**config.mk**
```make
export PLATFORM = sky130hd
export DESIGN_NAME = issue_pair_buffer_flat
export DESIGN_NICKNAME = d
export VERILOG_FILES = /design/src/rtl/issue_pair_buffer_if.sv /design/src/rtl/issue_pair_buffer.sv /design/src/flat_wrapper.sv
export SDC_FILE = /design/constraint.sdc
export NUM_CORES = 1
export LEC_CHECK = 0
export CAP_MARGIN = 20
export CORE_MARGIN = 10
export CORE_UTILIZATION = 40
export DETAILED_ROUTE_END_ITERATION = 10
export HOLD_SLACK_MARGIN = 0.12
export PLACE_DENSITY = 0.6
export RECOVER_POWER = 25
export SYNTH_ARGS = -nofsm -noshare
export SYNTH_HDL_FRONTEND = slang
export SYNTH_SLANG_ARGS = --single-unit
```
**constraint.sdc**
```tcl
create_clock -name clk -period 3.8 [get_ports clk]
set_clock_uncertainty 0.15 [all_clocks]
set_input_delay 0.57 -clock clk [delete_from_list [all_inputs] [get_ports clk]]
set_output_delay 0.57 -clock clk [all_outputs]
set_load 0.01 [all_outputs]
```
**src/rtl/issue_pair_buffer_if.sv**
```systemverilog
// issue_pair_buffer_if: fetch/issue-side signal bundle for issue_pair_buffer. Rev 1.0
// Optional: ISSUE_PAIR_STATS_EN adds the stat_* counter outputs.
`default_nettype none

interface issue_pair_buffer_if #(
  parameter int DEPTH = 4
);
  localparam int CW = $clog2(DEPTH) + 1;

  logic          in_valid;
  logic          in_ready;
  logic [31:0]   in_instr1;
  logic [31:0]   in_instr2;
  logic [31:0]   in_pc;
  logic          stall;
  logic          stall_outer_dependent;
  logic          flush;
  logic [1:0]    swap1;
  logic [1:0]    swap2;
  logic [31:0]   out_instr1;
  logic [31:0]   out_instr2;
  logic [31:0]   out_pc1;
  logic [31:0]   out_pc2;
  logic          out_valid;
  logic [CW-1:0] count;
`ifdef ISSUE_PAIR_STATS_EN
  logic [31:0]   stat_pairs;
  logic [31:0]   stat_partial;
  logic [31:0]   stat_hold_cycles;

  modport slave (
    input  in_valid, in_instr1, in_instr2, in_pc,
    input  stall, stall_outer_dependent, flush, swap1, swap2,
    output in_ready, out_instr1, out_instr2, out_pc1, out_pc2, out_valid, count,
    output stat_pairs, stat_partial, stat_hold_cycles
  );

  modport master (
    output in_valid, in_instr1, in_instr2, in_pc,
    output stall, stall_outer_dependent, flush, swap1, swap2,
    input  in_ready, out_instr1, out_instr2, out_pc1, out_pc2, out_valid, count,
    input  stat_pairs, stat_partial, stat_hold_cycles
  );
`else
  modport slave (
    input  in_valid, in_instr1, in_instr2, in_pc,
    input  stall, stall_outer_dependent, flush, swap1, swap2,
    output in_ready, out_instr1, out_instr2, out_pc1, out_pc2, out_valid, count
  );

  modport master (
    output in_valid, in_instr1, in_instr2, in_pc,
    output stall, stall_outer_dependent, flush, swap1, swap2,
    input  in_ready, out_instr1, out_instr2, out_pc1, out_pc2, out_valid, count
  );
`endif

endinterface

`default_nettype wire

```
**src/rtl/issue_pair_buffer.sv**
```systemverilog
// issue_pair_buffer: FIFO of fetched instruction pairs feeding the D-stage pair register. Rev 1.0
// Optional: ISSUE_PAIR_STATS_EN adds saturating stat_pairs/stat_partial/stat_hold_cycles counters.
`default_nettype none

module issue_pair_buffer #(
  parameter int          DEPTH    = 4,
  parameter logic [31:0] NOP_WORD = 32'h2000_0000
) (
  input  wire logic          clk,
  input  wire logic          rst,
  issue_pair_buffer_if.slave bus
);

  localparam int AW = $clog2(DEPTH);
  localparam int CW = AW + 1;

  typedef struct packed {
    logic [31:0] instr1;
    logic [31:0] instr2;
    logic [31:0] pc;
  } pair_t;

  pair_t          mem [DEPTH];
  logic [AW-1:0]  wr_ptr;
  logic [AW-1:0]  rd_ptr;
  logic [CW-1:0]  occ;
  logic [31:0]    instr1_q;
  logic [31:0]    instr2_q;
  logic [31:0]    pc1_q;
  logic           valid_q;

  logic           empty;
  logic           push;
  logic           pop;
  logic           partial;
  logic           slot1_issued;
  logic           slot2_issued;
  logic           adv;
  pair_t          head;
  pair_t          in_pair;

  assign empty        = (occ == '0);
  // Full check deliberately ignores a same-cycle pop.
  assign bus.in_ready = (occ < CW'(DEPTH));
  assign push         = bus.in_valid & bus.in_ready & ~bus.flush;

  assign partial      = bus.stall & ~bus.stall_outer_dependent & valid_q;
  assign slot1_issued = (bus.swap1 == 2'b00) | (bus.swap2 == 2'b01);
  assign slot2_issued = (bus.swap2 == 2'b00) | (bus.swap1 == 2'b01);
  // Both slots leaving in a partial-issue cycle frees D exactly like a normal advance.
  assign adv          = (~bus.stall | ~valid_q | (partial & slot1_issued & slot2_issued)) & ~bus.flush;
  assign pop          = adv & ~empty;

  assign head    = mem[rd_ptr];
  assign in_pair = '{instr1: bus.in_instr1, instr2: bus.in_instr2, pc: bus.in_pc};

  always_ff @(posedge clk) begin
    if (push) begin
      mem[wr_ptr] <= in_pair;
    end
  end

  always_ff @(posedge clk or negedge rst) begin
    if (!rst) begin
      wr_ptr <= '0;
      rd_ptr <= '0;
      occ    <= '0;
    end else if (bus.flush) begin
      wr_ptr <= '0;
      rd_ptr <= '0;
      occ    <= '0;
    end else begin
      if (push) wr_ptr <= wr_ptr + AW'(1);
      if (pop)  rd_ptr <= rd_ptr + AW'(1);
      occ <= occ + CW'(push) - CW'(pop);
    end
  end

  always_ff @(posedge clk or negedge rst) begin
    if (!rst) begin
      instr1_q <= NOP_WORD;
      instr2_q <= NOP_WORD;
      pc1_q    <= '0;
      valid_q  <= 1'b0;
    end else if (bus.flush) begin
      instr1_q <= NOP_WORD;
      instr2_q <= NOP_WORD;
      valid_q  <= 1'b0;
    end else if (adv) begin
      if (!empty) begin
        instr1_q <= head.instr1;
        instr2_q <= head.instr2;
        pc1_q    <= head.pc;
        valid_q  <= 1'b1;
      end else begin
        instr1_q <= NOP_WORD;
        instr2_q <= NOP_WORD;
        valid_q  <= 1'b0;
      end
    end else if (partial) begin
      if (slot1_issued) instr1_q <= NOP_WORD;
      if (slot2_issued) instr2_q <= NOP_WORD;
    end
  end

  assign bus.out_instr1 = instr1_q;
  assign bus.out_instr2 = instr2_q;
  assign bus.out_pc1    = pc1_q;
  assign bus.out_pc2    = pc1_q + 32'd4;
  assign bus.out_valid  = valid_q;
  assign bus.count      = occ;

`ifdef ISSUE_PAIR_STATS_EN
  logic [31:0] stat_pairs_q;
  logic [31:0] stat_partial_q;
  logic [31:0] stat_hold_q;

  // Counters survive flush; only reset clears them.
  always_ff @(posedge clk or negedge rst) begin
    if (!rst) begin
      stat_pairs_q   <= '0;
      stat_partial_q <= '0;
      stat_hold_q    <= '0;
    end else begin
      if (pop && stat_pairs_q != '1)
        stat_pairs_q <= stat_pairs_q + 32'd1;
      if (partial && !bus.flush && (slot1_issued || slot2_issued) && stat_partial_q != '1)
        stat_partial_q <= stat_partial_q + 32'd1;
      if (valid_q && bus.stall && stat_hold_q != '1)
        stat_hold_q <= stat_hold_q + 32'd1;
    end
  end

  assign bus.stat_pairs       = stat_pairs_q;
  assign bus.stat_partial     = stat_partial_q;
  assign bus.stat_hold_cycles = stat_hold_q;
`endif

endmodule

`default_nettype wire

```
**src/flat_wrapper.sv**
```systemverilog
// flat-port wrapper written by rule: the top's interface ports become plain ports
module issue_pair_buffer_flat 
#(
  parameter int          DEPTH    = 4,
  parameter logic [31:0] NOP_WORD = 32'h2000_0000
)
  (clk, rst, bus_in_valid, bus_in_instr1, bus_in_instr2, bus_in_pc, bus_stall, bus_stall_outer_dependent, bus_flush, bus_swap1, bus_swap2, bus_in_ready, bus_out_instr1, bus_out_instr2, bus_out_pc1, bus_out_pc2, bus_out_valid, bus_count);
  issue_pair_buffer_if #(.DEPTH(DEPTH)) bus_i ();
  input  wire logic clk;
  input  wire logic rst;
  input wire logic [$bits(bus_i.in_valid)-1:0] bus_in_valid;
  input wire logic [$bits(bus_i.in_instr1)-1:0] bus_in_instr1;
  input wire logic [$bits(bus_i.in_instr2)-1:0] bus_in_instr2;
  input wire logic [$bits(bus_i.in_pc)-1:0] bus_in_pc;
  input wire logic [$bits(bus_i.stall)-1:0] bus_stall;
  input wire logic [$bits(bus_i.stall_outer_dependent)-1:0] bus_stall_outer_dependent;
  input wire logic [$bits(bus_i.flush)-1:0] bus_flush;
  input wire logic [$bits(bus_i.swap1)-1:0] bus_swap1;
  input wire logic [$bits(bus_i.swap2)-1:0] bus_swap2;
  output wire logic [$bits(bus_i.in_ready)-1:0] bus_in_ready;
  output wire logic [$bits(bus_i.out_instr1)-1:0] bus_out_instr1;
  output wire logic [$bits(bus_i.out_instr2)-1:0] bus_out_instr2;
  output wire logic [$bits(bus_i.out_pc1)-1:0] bus_out_pc1;
  output wire logic [$bits(bus_i.out_pc2)-1:0] bus_out_pc2;
  output wire logic [$bits(bus_i.out_valid)-1:0] bus_out_valid;
  output wire logic [$bits(bus_i.count)-1:0] bus_count;
  assign bus_i.in_valid = bus_in_valid;
  assign bus_i.in_instr1 = bus_in_instr1;
  assign bus_i.in_instr2 = bus_in_instr2;
  assign bus_i.in_pc = bus_in_pc;
  assign bus_i.stall = bus_stall;
  assign bus_i.stall_outer_dependent = bus_stall_outer_dependent;
  assign bus_i.flush = bus_flush;
  assign bus_i.swap1 = bus_swap1;
  assign bus_i.swap2 = bus_swap2;
  assign bus_in_ready = bus_i.in_ready;
  assign bus_out_instr1 = bus_i.out_instr1;
  assign bus_out_instr2 = bus_i.out_instr2;
  assign bus_out_pc1 = bus_i.out_pc1;
  assign bus_out_pc2 = bus_i.out_pc2;
  assign bus_out_valid = bus_i.out_valid;
  assign bus_count = bus_i.count;
  issue_pair_buffer #(.DEPTH(DEPTH), .NOP_WORD(NOP_WORD)) u_core (.clk(clk), .rst(rst), .bus(bus_i));
endmodule
```
==> results of run 1 <==
## sequential cells by signal, summed over array words and instances, names as in the netlist
name                   cells
u_core.mem               384
u_core.bus.out_instr1     32
u_core.bus.out_instr2     32
u_core.bus.out_pc1        32
u_core.bus.count           3
u_core.rd_ptr              2
u_core.wr_ptr              2
u_core.bus.out_valid       1
## path summary, 6_finish.rpt
| check | end | slack (ps) | depth (start not counted) |
|---|---|---|---|
| setup reg to reg | u_core.bus.count[2] | 1300 | 10 |
| setup / recovery | bus_out_pc2[28] | 260 | 7 |
| hold reg to reg | u_core.bus.out_instr2[29] | 340 | 2 |
| min in group asynchronous | u_core.bus.out_pc1[11] | 440 | 2 |
| max in group asynchronous | u_core.bus.out_instr1[29] | 2260 | 3 |
| hold / removal | u_core.bus.out_instr2[29] | 340 | 2 |
## report_power, final
| part | total (mW) | switching [mW] | internal (mW) | leakage, nW |
|---|---|---|---|---|
| clock | 5.20 | 2.01 | 3.19 | 0.863 |
| sequential | 7.07 | 0.635 | 6.44 | 4.82 |
| combinational | 4.13 | 1.78 | 2.35 | 2.37 |
## layout by cell type (no fill, tap or decap), drive strengths merged, types with 9 or more instances in the layout
cell,count
xor2,10
mux4,96
a22o,62
clkinv,11
buf,27
edfxtp,384
mux2,32
clkdlybuf4s50,166
clkbuf,72
nand2,9
xnor2,22
nand3,16
dlygate4sd3,72
nor2,12
inv,15
dfrtp,102
## cell families (layout without fill, tap and decap cells)
| logic type | count (synthesis) | after routing | synth area share, % |
|---|---|---|---|
| buffers and inverters | 57 | 374 | 1.65 |
| adder cells (fa/ha/maj) | 8 | 8 | 0.586 |
| flip-flops | 488 | 488 | 77.0 |
| AND/OR/NAND/NOR | 67 | 67 | 2.07 |
| multiplexers | 130 | 130 | 13.8 |
| other | 0 | 4 | 0 |
| XOR/XNOR | 32 | 32 | 1.53 |
| AO/OA/AOI/OAI | 72 | 72 | 3.32 |
## layout make-up
class | instances | area, µm² | area share (%)
clock buffer | 72 | 1490 | 6.35
antenna | 4 | 10.0 | 0.0427
clock inverter | 22 | 294 | 1.25
multi-input combinational | 309 | 3960 | 16.9
inverter | 15 | 56.3 | 0.240
sequential | 488 | 14100 | 60.3
tap | 600 | 751 | 3.20
timing repair buffer | 265 | 2740 | 11.7
## worst min-delay path, stage by stage (launching register included)
cell and delay [ps]:
dfstp_2 370, inv_1 50, a22oi_1 70
## timing repair
action / in CTS / in global routing
pin swaps: 2 / 2
hold buffers: 1 / 0
buffers inserted: 1 / 3
endpoints found under the hold margin: 60 / 0
setup endpoints to repair: 7 / 14
gates resized for setup: 0 / 1
## per-stage QoR
step	total power [mW]	instance area, µm²	setup WS [ps]
global route	17.2	23400	59.8
CTS	16.7	23400	14.1
floorplan	9.25	18400	893
finish	16.4	23400	259
global placement	11.4	21600	570
detailed placement	11.4	21600	578
## metal layers
metal,up-vias,global-route usage (%)
met3,60,3.34
met5,-,0
met4,4,4.56
met1,4873,20.4
met2,233,25.4
li1,4049,-
==> flow_summary.yaml, run 1 <==
drt:
  vias_per_cell: 5.19
  wl_met1_mm: 18.4
  first_pass_iters: 5
  drt.antenna.violating_nets: 0
  drc: 0
  routed-wl-met3_mm: 2.28
  routedWlPerCell_um: 24.0
  drt_iter0_drc: 713
  dr_wl_met2_mm: 21.0
  routed.top_layer: "met5"
  vias: 9219
  drt_wl_total_mm: 42.5
floorplanning:
  die_w_um: 234
  initial_utilization_pct: 40.5
  die_h_um: 234
  dieArea_um2: 54900
  rows: 78
  pin_count: 239
  core-area_um2: 45400
clock_tree:
  cts_tree: "built"
  numCtsBuffers: 50
  path_clk_slew_ps: 60
  htreeDepth: 2
  cts_buffer_depth: 3
  clkSinkCount: 488
  clk_latency_ps: 570
  cts-root-buf: "clkbuf_16"
critical_path:
  critical-path-max-stage-delay_ps: 560
  arrival_ps: 2820
  critPathTopFamily: "buffers and inverters"
  cp_slowest_cell: "clkdlybuf4s50_1"
  crit_fanout: 9
  critPathKind: "flop to primary output"
  crit_start: "u_core.bus.out_pc1[2]"
  crit_buf_inv: 2
  worst_setup_path_end_kind: "primary output"
  cp_data_required_time_ps: 3080
  setup.worst_path.start_class: "flop"
  reg2reg_from: "u_core.bus.count[1]"
  crit_chain: "ha_1 -> nand3_2 -> nor4_4 -> buf_4 -> nand4_1 -> xnor2_1 -> clkdlybuf4s50_1"
logic_synthesis:
  synthTopCellsByArea: "edfxtp_1, dfrtp_1, mux4_2"
  ys_ff_latch: 488
  synth_flop_cell: "edfxtp_1"
  avgSynthCellArea_um2: 21.5
  synth_most_common_cell: "edfxtp_1"
  yosys.area.top_type: "edfxtp_1"
  synth_cell_types: 37
  synth_edf_count: 384
  synth_seq_area_share_pct: 77.0
  yosys-top-cells-count: "edfxtp_1, dfrtp_1, mux4_2"
  async_flop_share_pct: 21.3
  syn_nets: 968
  synth_cells: 854
  synth_top_area_share_pct: 62.8
  ys_warn_count: 0
  mappedNetlistArea_um2: 18400
power:
  power_per_cell_area_nw_per_um2: 700
  leakage_nw: 8.05
  vdd_drop_max_v: 0.000355
final_layout:
  final_nets: 1243
  fill_cells: 3654
  drive_gt1_share_pct: 20.8
  final_cells: 1775
  fin_util_pct: 51.7
  syn_to_final_growth_pct: 27.7
placement:
  dp_hpwl_mm: 25.3
  portBuffers: 238
  dp.cells: 1672
  gp_congestion: 0.778
sta:
  worstMarginPinSlew_ps: 928
  min_period_ps: 3540
  report.final.slew_viol_count: 0
  hold_violations: 0
  fmax_ghz: 0.282
  setup_violations: 0
  relSlewSlack_pct: 38.1
  setup_tns_ps: 0
  post-route-period-util_pct: 93.2
  rsz0062_at_grt: "false"
  hold_ws_ps: 341
global_route:
  grt_overflow: 0
  antenna_found_initial: 5
  first_global_vias: 10100
  grt_start_max_net_pins: 98
  track_usage_pct: 15.5
  grt_pass1_wl_mm: 63.6
run:
  cap_violations: 0
hold_path:
  min_from: "u_core.bus.out_instr2[29]"
  hp-class: "flop to flop"
outcome:
  status: "finished clean"
No activity file was read; power rests on OpenSTA's default activity.
==> run 2, diff against run 1 <==
ABC_CLOCK_PERIOD_IN_PS = 3800   (was not set)
SKIP_LAST_GASP = 1   (was not set)
==> results of run 2 <==
No change in the layout: final DEF, timing and power equal those of run 1.
==> run 3, diff against run 2 <==
DONT_BUFFER_PORTS = 1   (was not set)
PLACE_DENSITY = 0.53   (was 0.6)
==> run 3 against run 2 <==
Register-to-register slack got worse by 40 ps. Flip-flop and latch count stayed put. Clock power fell by 4%. Routed wire length is 2.8% lower. Sequential power up 5.0%. Setup slack gained 330 ps. Clock-buffer cell count down 5. Global-route usage decreased by 0.25 points. Critical path depth shrank 3. Worst hold slack got worse by 170 ps.
==> flow_summary.yaml, run 3 (synthesized netlist as in run 1, its figures left out) <==
clock_tree:
  clkSinkCount: 488
  post_cts_buffers: 0
  path_clk_slew_ps: 60
  numCtsBuffers: 51
  cts_buffer_depth: 3
  cts_tree: "built"
  htreeDepth: 2
  cts-root-buf: "clkbuf_16"
  clk_latency_ps: 580
power:
  power_per_cell_area_nw_per_um2: 688
  sw_frac_of_total_pct: 28.3
  finalPower_mw: 15.1
  vdd_drop_max_v: 0.000449
  seqPwrFrac_pct: 49.3
  power.switching_mw: 4.27
  intPower_mw: 10.8
  power_frac_comb_pct: 17.4
  leakage_nw: 7.47
  clkPwrFrac_pct: 33.3
sta:
  report.final.slew_viol_count: 0
  worstMarginPinSlew_ps: 816
  setup_tns_ps: 0
  post-route-period-util_pct: 84.5
  hold_violations: 0
  relSlewSlack_pct: 45.5
  min_period_ps: 3210
  fmax_ghz: 0.311
  setup_violations: 0
  rsz0062_at_grt: "false"
global_route:
  grt_start_max_net_pins: 105
  grt_overflow: 0
  first_global_vias: 9465
  grt_pass1_wl_mm: 62.1
  antenna_found_initial: 6
  track_usage_pct: 15.2
floorplanning:
  initial_utilization_pct: 40.5
  core-area_um2: 45400
  pin_count: 239
  die_w_um: 234
  dieArea_um2: 54900
  rows: 78
  die_h_um: 234
critical_path:
  worst_setup_path_end_kind: "primary output"
  critPathKind: "flop to primary output"
  setup.worst_path.start_class: "flop"
  arrival_ps: 2490
  crit_fanout: 9
  cp_data_required_time_ps: 3080
drt:
  vias_per_cell: 5.28
  drt_iter0_drc: 478
  vias: 8591
  drc: 0
  routedWlPerCell_um: 25.4
  drt_wl_total_mm: 41.3
  drt.antenna.violating_nets: 0
  first_pass_iters: 4
final_layout:
  final_nets: 1096
  final_common_cell: "edfxtp_1"
  top_register: "u_core.mem"
  fill_cells: 3704
  largest_reg_flops: 384
  syn_to_final_growth_pct: 19.3
  drive_gt1_share_pct: 22.4
  final_cell_mix: "edfxtp_1, dfrtp_1, dlygate4sd3_1"
hold_path:
  hp-class: "input port to flop"
placement:
  portBuffers: 0
  gp_congestion: 0.724
  dp_hpwl_mm: 24.3
run:
  cap_violations: 0
outcome:
  status: "finished clean"
-- run 3: cell count changes in the layout (fill, tap and decap cells not counted), moves of 2 or more --
cell	change
clkdlybuf4s50_1	-166
clkbuf_1	+2
dlygate4sd3_1	+26
clkbuf_8	-7
buf_4	-9
clkinvlp_4	-2
clkinv_1	+3
clkinv_2	+4
-- run 3: path summary, 6_finish.rpt --
check | slack (ps) | depth (start not counted) | from | to
setup / recovery | 590 | 4 | u_core.bus.out_pc1[14] | bus_out_pc2[31]
hold / removal | 180 | 3 | bus_swap2[0] | u_core.bus.out_valid
setup reg to reg | 1260 | 10 | u_core.bus.count[1] | u_core.bus.count[2]
hold reg to reg | 380 | 2 | u_core.bus.out_instr2[29] | u_core.bus.out_instr2[29]
max in group asynchronous | 2480 | 2 | rst | u_core.bus.out_instr2[23]
min in group asynchronous | 420 | 2 | rst | u_core.bus.out_pc1[13]
-- run 3: power by group through the flow --
stage / Clock [mW] / Combinational [mW] / Sequential [mW]
after floorplan: 0 / 2.14 / 7.11
after global placement: 0 / 2.53 / 7.57
after detailed placement: 0 / 2.55 / 7.58
after CTS: 5.16 / 2.71 / 7.48
after global routing: 5.40 / 2.87 / 7.55
final: 5.01 / 2.62 / 7.42
-- run 3: area by class of cell --
type	instances	area [µm²]	share of cell area [%]
sequential	488	14100	64.6
multi-input combinational	309	3950	18.0
clock buffer	67	1400	6.38
timing repair buffer	117	1310	5.96
tap	600	751	3.43
clock inverter	27	292	1.33
inverter	15	56.3	0.257
antenna	3	7.51	0.0343
-- run 3: per-stage QoR --
stage	instances	utilization (%)	setup WS [ps]	instance area (µm²)	hold slack [ps]
2_1_floorplan	854	-	893	18400	124
3_3_place_gp	1430	42.3	1020	19200	129
3_5_place_dp	1430	42.3	1010	19200	129
4_1_cts	1623	48.3	482	21900	127
5_1_grt	1626	48.3	322	21900	175
6_report	1626	48.3	589	21900	175
-- run 3: routing by layer --
layer,routed length (µm),global-route usage (%)
met5,27,0
met4,782,4.13
met3,3050,4.86
met2,20900,25.9
met1,16600,18.4
-- run 3: timing repair --
item | CTS | global route
hold endpoints to repair | 496 | 0
gates resized for setup | 0 | 0
hold buffers | 99 | 0
setup endpoints to repair | 0 | 0
-- run 3: critical path, stage by stage, from the launching register on --
cell and delay [ps]:
dfrtp_1 530, nand3_1 180, nor2_1 470, nand4_1 370
xnor2_1 370
